===== src/rtl/int_request_ctrl.sv =====
`default_nettype none
// ============================================================================
// Module   : int_request_ctrl
// Brief    : Interrupt request initiator for the instruction converter; latches
//            and arbitrates sources, holds intReq until intAck, tracks service
//            until rfi, and gates trap instructions via trapReq.
//            Optional build macro: INT_EDGE_EN (rising-edge triggered sources).
// Revision : 1.0 - initial release
// ============================================================================
module int_request_ctrl #(
    parameter int NUM_SRC  = 4,
    parameter int ID_WIDTH = 2,
    parameter int PC_WIDTH = 32
) (
    input  logic                clk,
    input  logic                rst,
    input  logic [NUM_SRC-1:0]  irq_in,
    input  logic [NUM_SRC-1:0]  irq_mask,
    input  logic                msr_ee,
    input  logic                trap_en,
    input  logic                intAck,
    input  logic [PC_WIDTH-1:0] cur_pc,
    input  logic                rfi,
    output logic                intReq,
    output logic                trapReq,
    output logic [ID_WIDTH-1:0] int_id,
    output logic [PC_WIDTH-1:0] srr0,
    output logic                in_service
);

    typedef enum logic [1:0] {
        ST_IDLE    = 2'd0,
        ST_REQ     = 2'd1,
        ST_SERVICE = 2'd2
    } state_t;

    state_t              r_state;
    state_t              w_state_nxt;
    logic [ID_WIDTH-1:0] r_sel_id;
    logic [ID_WIDTH-1:0] w_sel_id_nxt;
    logic                r_int_req;
    logic                w_int_req_nxt;
    logic                r_trap_req;
    logic                w_trap_req_nxt;
    logic [ID_WIDTH-1:0] r_int_id;
    logic [ID_WIDTH-1:0] w_int_id_nxt;
    logic [PC_WIDTH-1:0] r_srr0;
    logic [PC_WIDTH-1:0] w_srr0_nxt;
    logic                r_in_service;
    logic                w_in_service_nxt;

    logic [NUM_SRC-1:0]  w_pending;
    logic [NUM_SRC-1:0]  w_eligible;
    logic [ID_WIDTH-1:0] w_winner;
    logic                w_ack_take;

    // ------------------------------------------------------------------
    // Pending source capture
    // ------------------------------------------------------------------
`ifdef INT_EDGE_EN
    logic [NUM_SRC-1:0] r_irq_prev;
    logic [NUM_SRC-1:0] r_pending;
    logic [NUM_SRC-1:0] w_pending_nxt;
    logic [NUM_SRC-1:0] w_ack_clr;

    // A new rising edge on the acked source in the same cycle must survive.
    always_comb begin
        w_ack_clr     = w_ack_take ? (NUM_SRC'(1) << r_sel_id) : '0;
        w_pending_nxt = (r_pending & ~w_ack_clr) | (irq_in & ~r_irq_prev);
    end

    always_ff @(posedge clk or posedge rst) begin
        if (rst) begin
            r_irq_prev <= '0;
            r_pending  <= '0;
        end else begin
            r_irq_prev <= irq_in;
            r_pending  <= w_pending_nxt;
        end
    end

    assign w_pending = r_pending;
`else
    assign w_pending = irq_in;
`endif

    assign w_eligible = w_pending & irq_mask;
    assign w_ack_take = (r_state == ST_REQ) && intAck;

    // Fixed priority: lowest index wins.
    always_comb begin
        w_winner = '0;
        for (int i = NUM_SRC - 1; i >= 0; i--) begin
            if (w_eligible[i]) begin
                w_winner = ID_WIDTH'(i);
            end
        end
    end

    // ------------------------------------------------------------------
    // Request / service state machine
    // ------------------------------------------------------------------
    always_comb begin
        w_state_nxt      = r_state;
        w_sel_id_nxt     = r_sel_id;
        w_int_req_nxt    = r_int_req;
        w_int_id_nxt     = r_int_id;
        w_srr0_nxt       = r_srr0;
        w_in_service_nxt = r_in_service;
        w_trap_req_nxt   = trap_en && !r_in_service;

        case (r_state)
            ST_IDLE: begin
                if ((|w_eligible) && msr_ee) begin
                    w_state_nxt   = ST_REQ;
                    w_sel_id_nxt  = w_winner;
                    w_int_req_nxt = 1'b1;
                end
            end
            ST_REQ: begin
                // intAck takes precedence: INTR is already in the pipeline.
                if (intAck) begin
                    w_state_nxt      = ST_SERVICE;
                    w_srr0_nxt       = cur_pc;
                    w_int_id_nxt     = r_sel_id;
                    w_in_service_nxt = 1'b1;
                    w_int_req_nxt    = 1'b0;
                end else if (!msr_ee || !w_eligible[r_sel_id]) begin
                    w_state_nxt   = ST_IDLE;
                    w_int_req_nxt = 1'b0;
                end
            end
            ST_SERVICE: begin
                w_int_req_nxt = 1'b0;
                if (rfi) begin
                    w_state_nxt      = ST_IDLE;
                    w_in_service_nxt = 1'b0;
                end
            end
            default: begin
                w_state_nxt      = ST_IDLE;
                w_int_req_nxt    = 1'b0;
                w_in_service_nxt = 1'b0;
            end
        endcase
    end

    always_ff @(posedge clk or posedge rst) begin
        if (rst) begin
            r_state      <= ST_IDLE;
            r_sel_id     <= '0;
            r_int_req    <= 1'b0;
            r_trap_req   <= 1'b0;
            r_int_id     <= '0;
            r_srr0       <= '0;
            r_in_service <= 1'b0;
        end else begin
            r_state      <= w_state_nxt;
            r_sel_id     <= w_sel_id_nxt;
            r_int_req    <= w_int_req_nxt;
            r_trap_req   <= w_trap_req_nxt;
            r_int_id     <= w_int_id_nxt;
            r_srr0       <= w_srr0_nxt;
            r_in_service <= w_in_service_nxt;
        end
    end

    assign intReq     = r_int_req;
    assign trapReq    = r_trap_req;
    assign int_id     = r_int_id;
    assign srr0       = r_srr0;
    assign in_service = r_in_service;

endmodule
`default_nettype wire

===== config.mk =====
export PLATFORM = sky130hd
export DESIGN_NAME = int_request_ctrl
export DESIGN_NICKNAME = d
export VERILOG_FILES = /design/src/rtl/int_request_ctrl.sv
export SDC_FILE = /design/constraint.sdc
export NUM_CORES = 1
export LEC_CHECK = 0
export CORE_ASPECT_RATIO = 0.8
export CORE_MARGIN = 4
export CORE_UTILIZATION = 39
export CTS_CLUSTER_SIZE = 16
export DETAILED_ROUTE_END_ITERATION = 7
export PLACE_DENSITY = 0.79
export SYNTH_ARGS = -nofsm -noshare
export SYNTH_HDL_FRONTEND = slang
export SYNTH_SLANG_ARGS = --single-unit
export TNS_END_PERCENT = 100

===== constraint.sdc =====
create_clock -name clk -period 1.6 [get_ports clk]
set_clock_uncertainty 0.05 [all_clocks]
set_input_delay 0.32 -clock clk [delete_from_list [all_inputs] [get_ports clk]]
set_output_delay 0.32 -clock clk [all_outputs]
set_load 0.03 [all_outputs]

Yosys cells after proc, flatten, opt, wreduce, memory -nomap -nowiden
Index checks and enable logic that the tools add are counted.
Widths: inputs -> output; s select.
- order comparisons: 1
- eq/ne operators: 6
- muxes and demuxes: 18
- bitwise operators: 2
- reductions and logical operators: 13
- operators with widths (operator ; count):
    $mux 2 ; 8
    $mux 1 ; 6
    $ne 2x2->1 const B ; 3
    $pmux 2 s3 ; 1
    $reduce_and 2->1 ; 3
    $reduce_and 3->1 ; 2
    $and 4x4->4 ; 1
    $reduce_or 4->1 ; 1
    $logic_not 1->1 ; 3
    $lt 2x3->1 const B ; 1
    $ne 3x2->1 const B ; 1
    $pmux 1 s3 ; 1
    $bmux 1 s2 ; 1
    $eq 2x1->1 const B ; 1
    $eq 2x2->1 const B ; 1
    $logic_and 1x1->1 ; 2
    $logic_not 2->1 ; 1
    $pmux 1 s2 ; 1
    $logic_or 1x1->1 ; 1
    $not 1->1 ; 1
- flip-flop bits (word level): 41
- input port bits: 46
- output and inout bits: 37
- word-level logic and storage cells: 47

Longest topological paths before layout
- depth after elaboration: 8
- gate-level depth with buffers: 4
- mapped depth without buffers: 4

Worst setup path before layout
Ideal clock, no wire load.
- path type: register -> register
- from: register r_state[0]
- to: register r_int_id[0] (netlist: int_id[0])
- library setup time: 0.125 ns
- arrival time: 1.095 ns
- required time: 1.425 ns
- path slack: 0.330 ns
- cell stages (with the launch flop): 5
- buffers on the path: 2
- clock period less this slack: 1.270 ns
- cells stage by stage: dfrtp_1 > nand3b_1 > buf_4 > buf_6 > mux2_2
- longest elaborated chain between the ends: 2
- RTL lines (item ; RTL line ; RTL):
    from (decl) ; 37 ; state_t r_state;
    from (signal assigned) ; 158 ; r_state <= w_state_nxt;
    $eq 2x1->1 ; 112 ; case (r_state)
    $reduce_and 2->1 (no line) ; - ;
    to (signal assigned) ; 162 ; r_int_id <= w_int_id_nxt;
    to (decl) ; 45 ; logic [ID_WIDTH-1:0] r_int_id;
Every way passes these cells.
A chain may end at the register's enable or synchronous reset.

Final worst setup path
- from: input irq_mask[1]
- to: register r_int_req (netlist: intReq)
- longest elaborated chain between the ends: 7
- elaborated cells on any way between the ends: 10
- those cells by class: eq/ne: 2; mux: 2; bitwise: 1; reduce/logical: 5
- RTL lines (item ; RTL line ; RTL):
    from (decl) ; 18 ; input logic [NUM_SRC-1:0] irq_mask,
    $and 4x4->4 (*) ; 87 ; assign w_eligible = w_pending & irq_mask;
    $bmux 1 s2 ; 128 ; end else if (!msr_ee || !w_eligible[r_sel_id]) begin
    $mux 1 (not written as such) ; 128 ;
    $logic_not 1->1 ; 128 ;
    $logic_or 1x1->1 ; 128 ;
    $ne 3x2->1 (no line) ; - ;
    $reduce_and 2->1 (no line) (*) ; - ;
    to (signal assigned) ; 160 ; r_int_req <= w_int_req_nxt;
    to (decl) ; 41 ; logic r_int_req;
Mark *: on every way between the ends. The rest lies on a longest branch, timed or not. The select of a mux whose other input is x is not followed.

==> results.md <==
* Fmax at around 0.66 GHz
* Die width at just over 80 um
* Vias at about 1,200
* Synth top area share at between 60% and 70%
* Post-layout util at between 60% and 70%
* Flop2flop setup slack at roughly 0.27 ns
* Setup ws final at around 0.079 ns
* Num rows at 20
* Insertion delay to the later sink of the worst-skew pair at ~0.28 ns
* Largest net degree at the start of global routing at 42
* Hold WC Path Type: in2async
* Pre-antenna DRT Iters at 4
* N_diodes at 0
* Root Buffer: clkbuf_8
* TritonCTS Buffers at 5
* CP Max Fanout at 3
* IO Count at between 80 and 90
* H-tree level count at 2
* Fin cells at about 250
* Cell area after synthesis at ~1600 um^2
* Synth Area per Inst at between 15 and 20 um^2
* Reg clk slew, reported paths at around 0.070 ns
* Mapped Cells at 107
* Initial antenna violation count at 0
* Post-CTS Setup Bufs at 0
* GRT Util Overall at between 10% and 20%
* Area Overhead vs Synth at 59.39%
* Async SR Flop Fraction at 100.0%
* Dominant cell type by area after synthesis: dfrtp_1
* Most common cell in the netlist: dfrtp_1
* Total power at about 0.0048 W
* PD cells at 1828 nW/um^2
* #FFs+latches synth at around 40
* Startpoint types: primary input
* Hpwl dp at 3.188 mm
* Core box area at 3929 um^2
* CP Class: in2reg
* WL final at slightly below 4 mm
* Lkg Pwr at 1.203 nW
* Post-synthesis sequential area ratio at about 63%
* Placer Congestion at 0.8301
* DP Area at 2542 um^2
* Ys Warns at 0
* Port Buffers at 82
* Pins over their slew limit at 0
* Crit path capture type: flop
* Library cells used by synthesis at 18
* Initial Utilization at 41.72%
* CTS max path bufs at 2
* Post-Syn Nets at 153
* First-pass GRT wire length at between 6 and 7 mm
* Status: finished, final reports clean
* Worst-margin pin slew at approximately 0.33 ns
* Critical Path RT at around 1.8 ns
* Setup WS pre-CTS at -0.2177 ns
* Synth area leaders: dfrtp_1 (63%), mux2_2 (25%), nand2_1 (2.3%)
* Wirelength per Cell at approximately 16 um
* Number of global-route vias before repair at 1,334
* Hold_buf cts at 0
* DR vias/cell at around 4.7
* Ys flop type: dfrtp_1
* DRC errors left at 0
* Final ANT Viol Nets at 0
* Design Area, Final at 2613 um^2
* GRT overflow at 0
* Synth cell count leaders: dfrtp_1 (41), mux2_2 (36), nand2_1 (10)
* Num Clock Sinks at approximately 40
* # nets final at 242
* RSZ-0062 raised after global routing: no
* Cell Count Post-Placement at between 200 and 250
* DRT iter0 DRCs at 26
* Final period util at a little over nine tenths
* WP data arrival at approximately 1.7 ns
* Die height at 65.99 um
* Layout cell share with drive strength beyond 1 at between 20% and 30%
* Max Cap Viol at 0
* Fin. Hold Viols at 0
* Slew headroom at between 70 and 80%
* Maximum vdd drop at between 800 and 900 uV
* CTS tree: built
* Die area at 5310 um^2
* Fin crit period at ~1.5 ns
* Post-synth EDFFs at 0
* # setup viols final at 0
cell families (layout without fill, tap and decap cells):
group                  after synthesis  count (layout)  synth area share (%)
DFF                                 41              41                 62.60
muxes                               37              37                 26.11
and+or+nand+nor                     19              19                 6.184
buffers and inverters                6              96                 2.977
AOI/OAI and AO/OA                    4               4                 2.137
sequential cells by signal, indices dropped and copies added (netlist names):
| signal | cells |
|---|---|
| int_id | 2 |
| r_sel_id | 2 |
| trapReq | 1 |
| r_state | 2 |
| in_service | 1 |
| srr0 | 32 |
| intReq | 1 |
report_power, final:
group | total (W) | leakage (nW) | switching [W] | internal, W
combinational | 0.00222 | 0.653 | 0.00133 | 0.000896
clock | 0.000822 | 0.0585 | 0.000314 | 0.000508
sequential | 0.00173 | 0.492 | 0.000236 | 0.00150
critical path, stage by stage:
cell	delay (ns)
clkdlybuf4s50_1	0.49
nand2_1	0.10
mux4_2	0.47
nand2b_4	0.16
o211ai_2	0.13
layout make-up:
type                    count  area [um^2]
flip-flops and latches     41         1026
repair buffers             86        829.5
inverters                   2        7.507
clock inverters             1        30.03
multi-input cells          60        564.3
well taps                  55        68.82
clock buffers               7        86.33
fillers                   333         1316
placed cells by master (no fill, tap or decap):
| cell | instances |
|---|---|
| nor2b_1 | 1 |
| dlygate4sd2_1 | 37 |
| a21boi_0 | 1 |
| and4bb_2 | 1 |
| nand4_1 | 1 |
| buf_12 | 2 |
| mux2_2 | 36 |
| nand2b_4 | 1 |
| a222oi_1 | 1 |
| nand2_1 | 10 |
| nand3_1 | 2 |
| clkdlybuf4s50_1 | 45 |
| o21ai_0 | 1 |
| bufinv_16 | 1 |
| dfrtp_1 | 41 |
| clkbuf_1 | 1 |
| nand3b_1 | 1 |
| nor2_1 | 2 |
| inv_1 | 2 |
| buf_4 | 2 |
| o211ai_2 | 1 |
| clkbuf_8 | 6 |
| mux4_2 | 1 |
layer usage:
layer  part of all wire, %  global-route usage, %  vias to the layer above
met5                     0                      0                        -
met4                  0.59                  4.641                        0
met3                   7.6                  5.313                        2
met2                    54                  28.82                       43
met1                    38                  16.94                      578
li1                      -                      -                      549
final timing paths:
kind                                        start                   end  cells after the start
max                                   irq_mask[1]    intReq$_DFFE_PP0P_                      5
min                                           rst   srr0[7]$_DFFE_PP0N_                      3
max reg2reg                r_state[0]$_DFFE_PP0P_  srr0[12]$_DFFE_PP0N_                      3
min reg2reg                in_service$_DFFE_PP0P_     trapReq$_DFF_PP0_                      1
max in group asynchronous                     rst  srr0[30]$_DFFE_PP0N_                      3
min in group clk           in_service$_DFFE_PP0P_     trapReq$_DFF_PP0_                      1
per-stage QoR:
step,TNS [ns],hold slack [ns]
after floorplan,0,0.4077
after global placement,-1.635,0.3932
after detailed placement,-2.892,0.4107
after CTS,0,0.3455
after global routing,0,0.3753
final,0,0.3408
repair_timing:
item	in CTS	in global routing
hold endpoints to repair	0	0
gates resized for setup	37	0
setup endpoints to repair	37	0
Note: power is estimated with default switching activity, not from simulation.
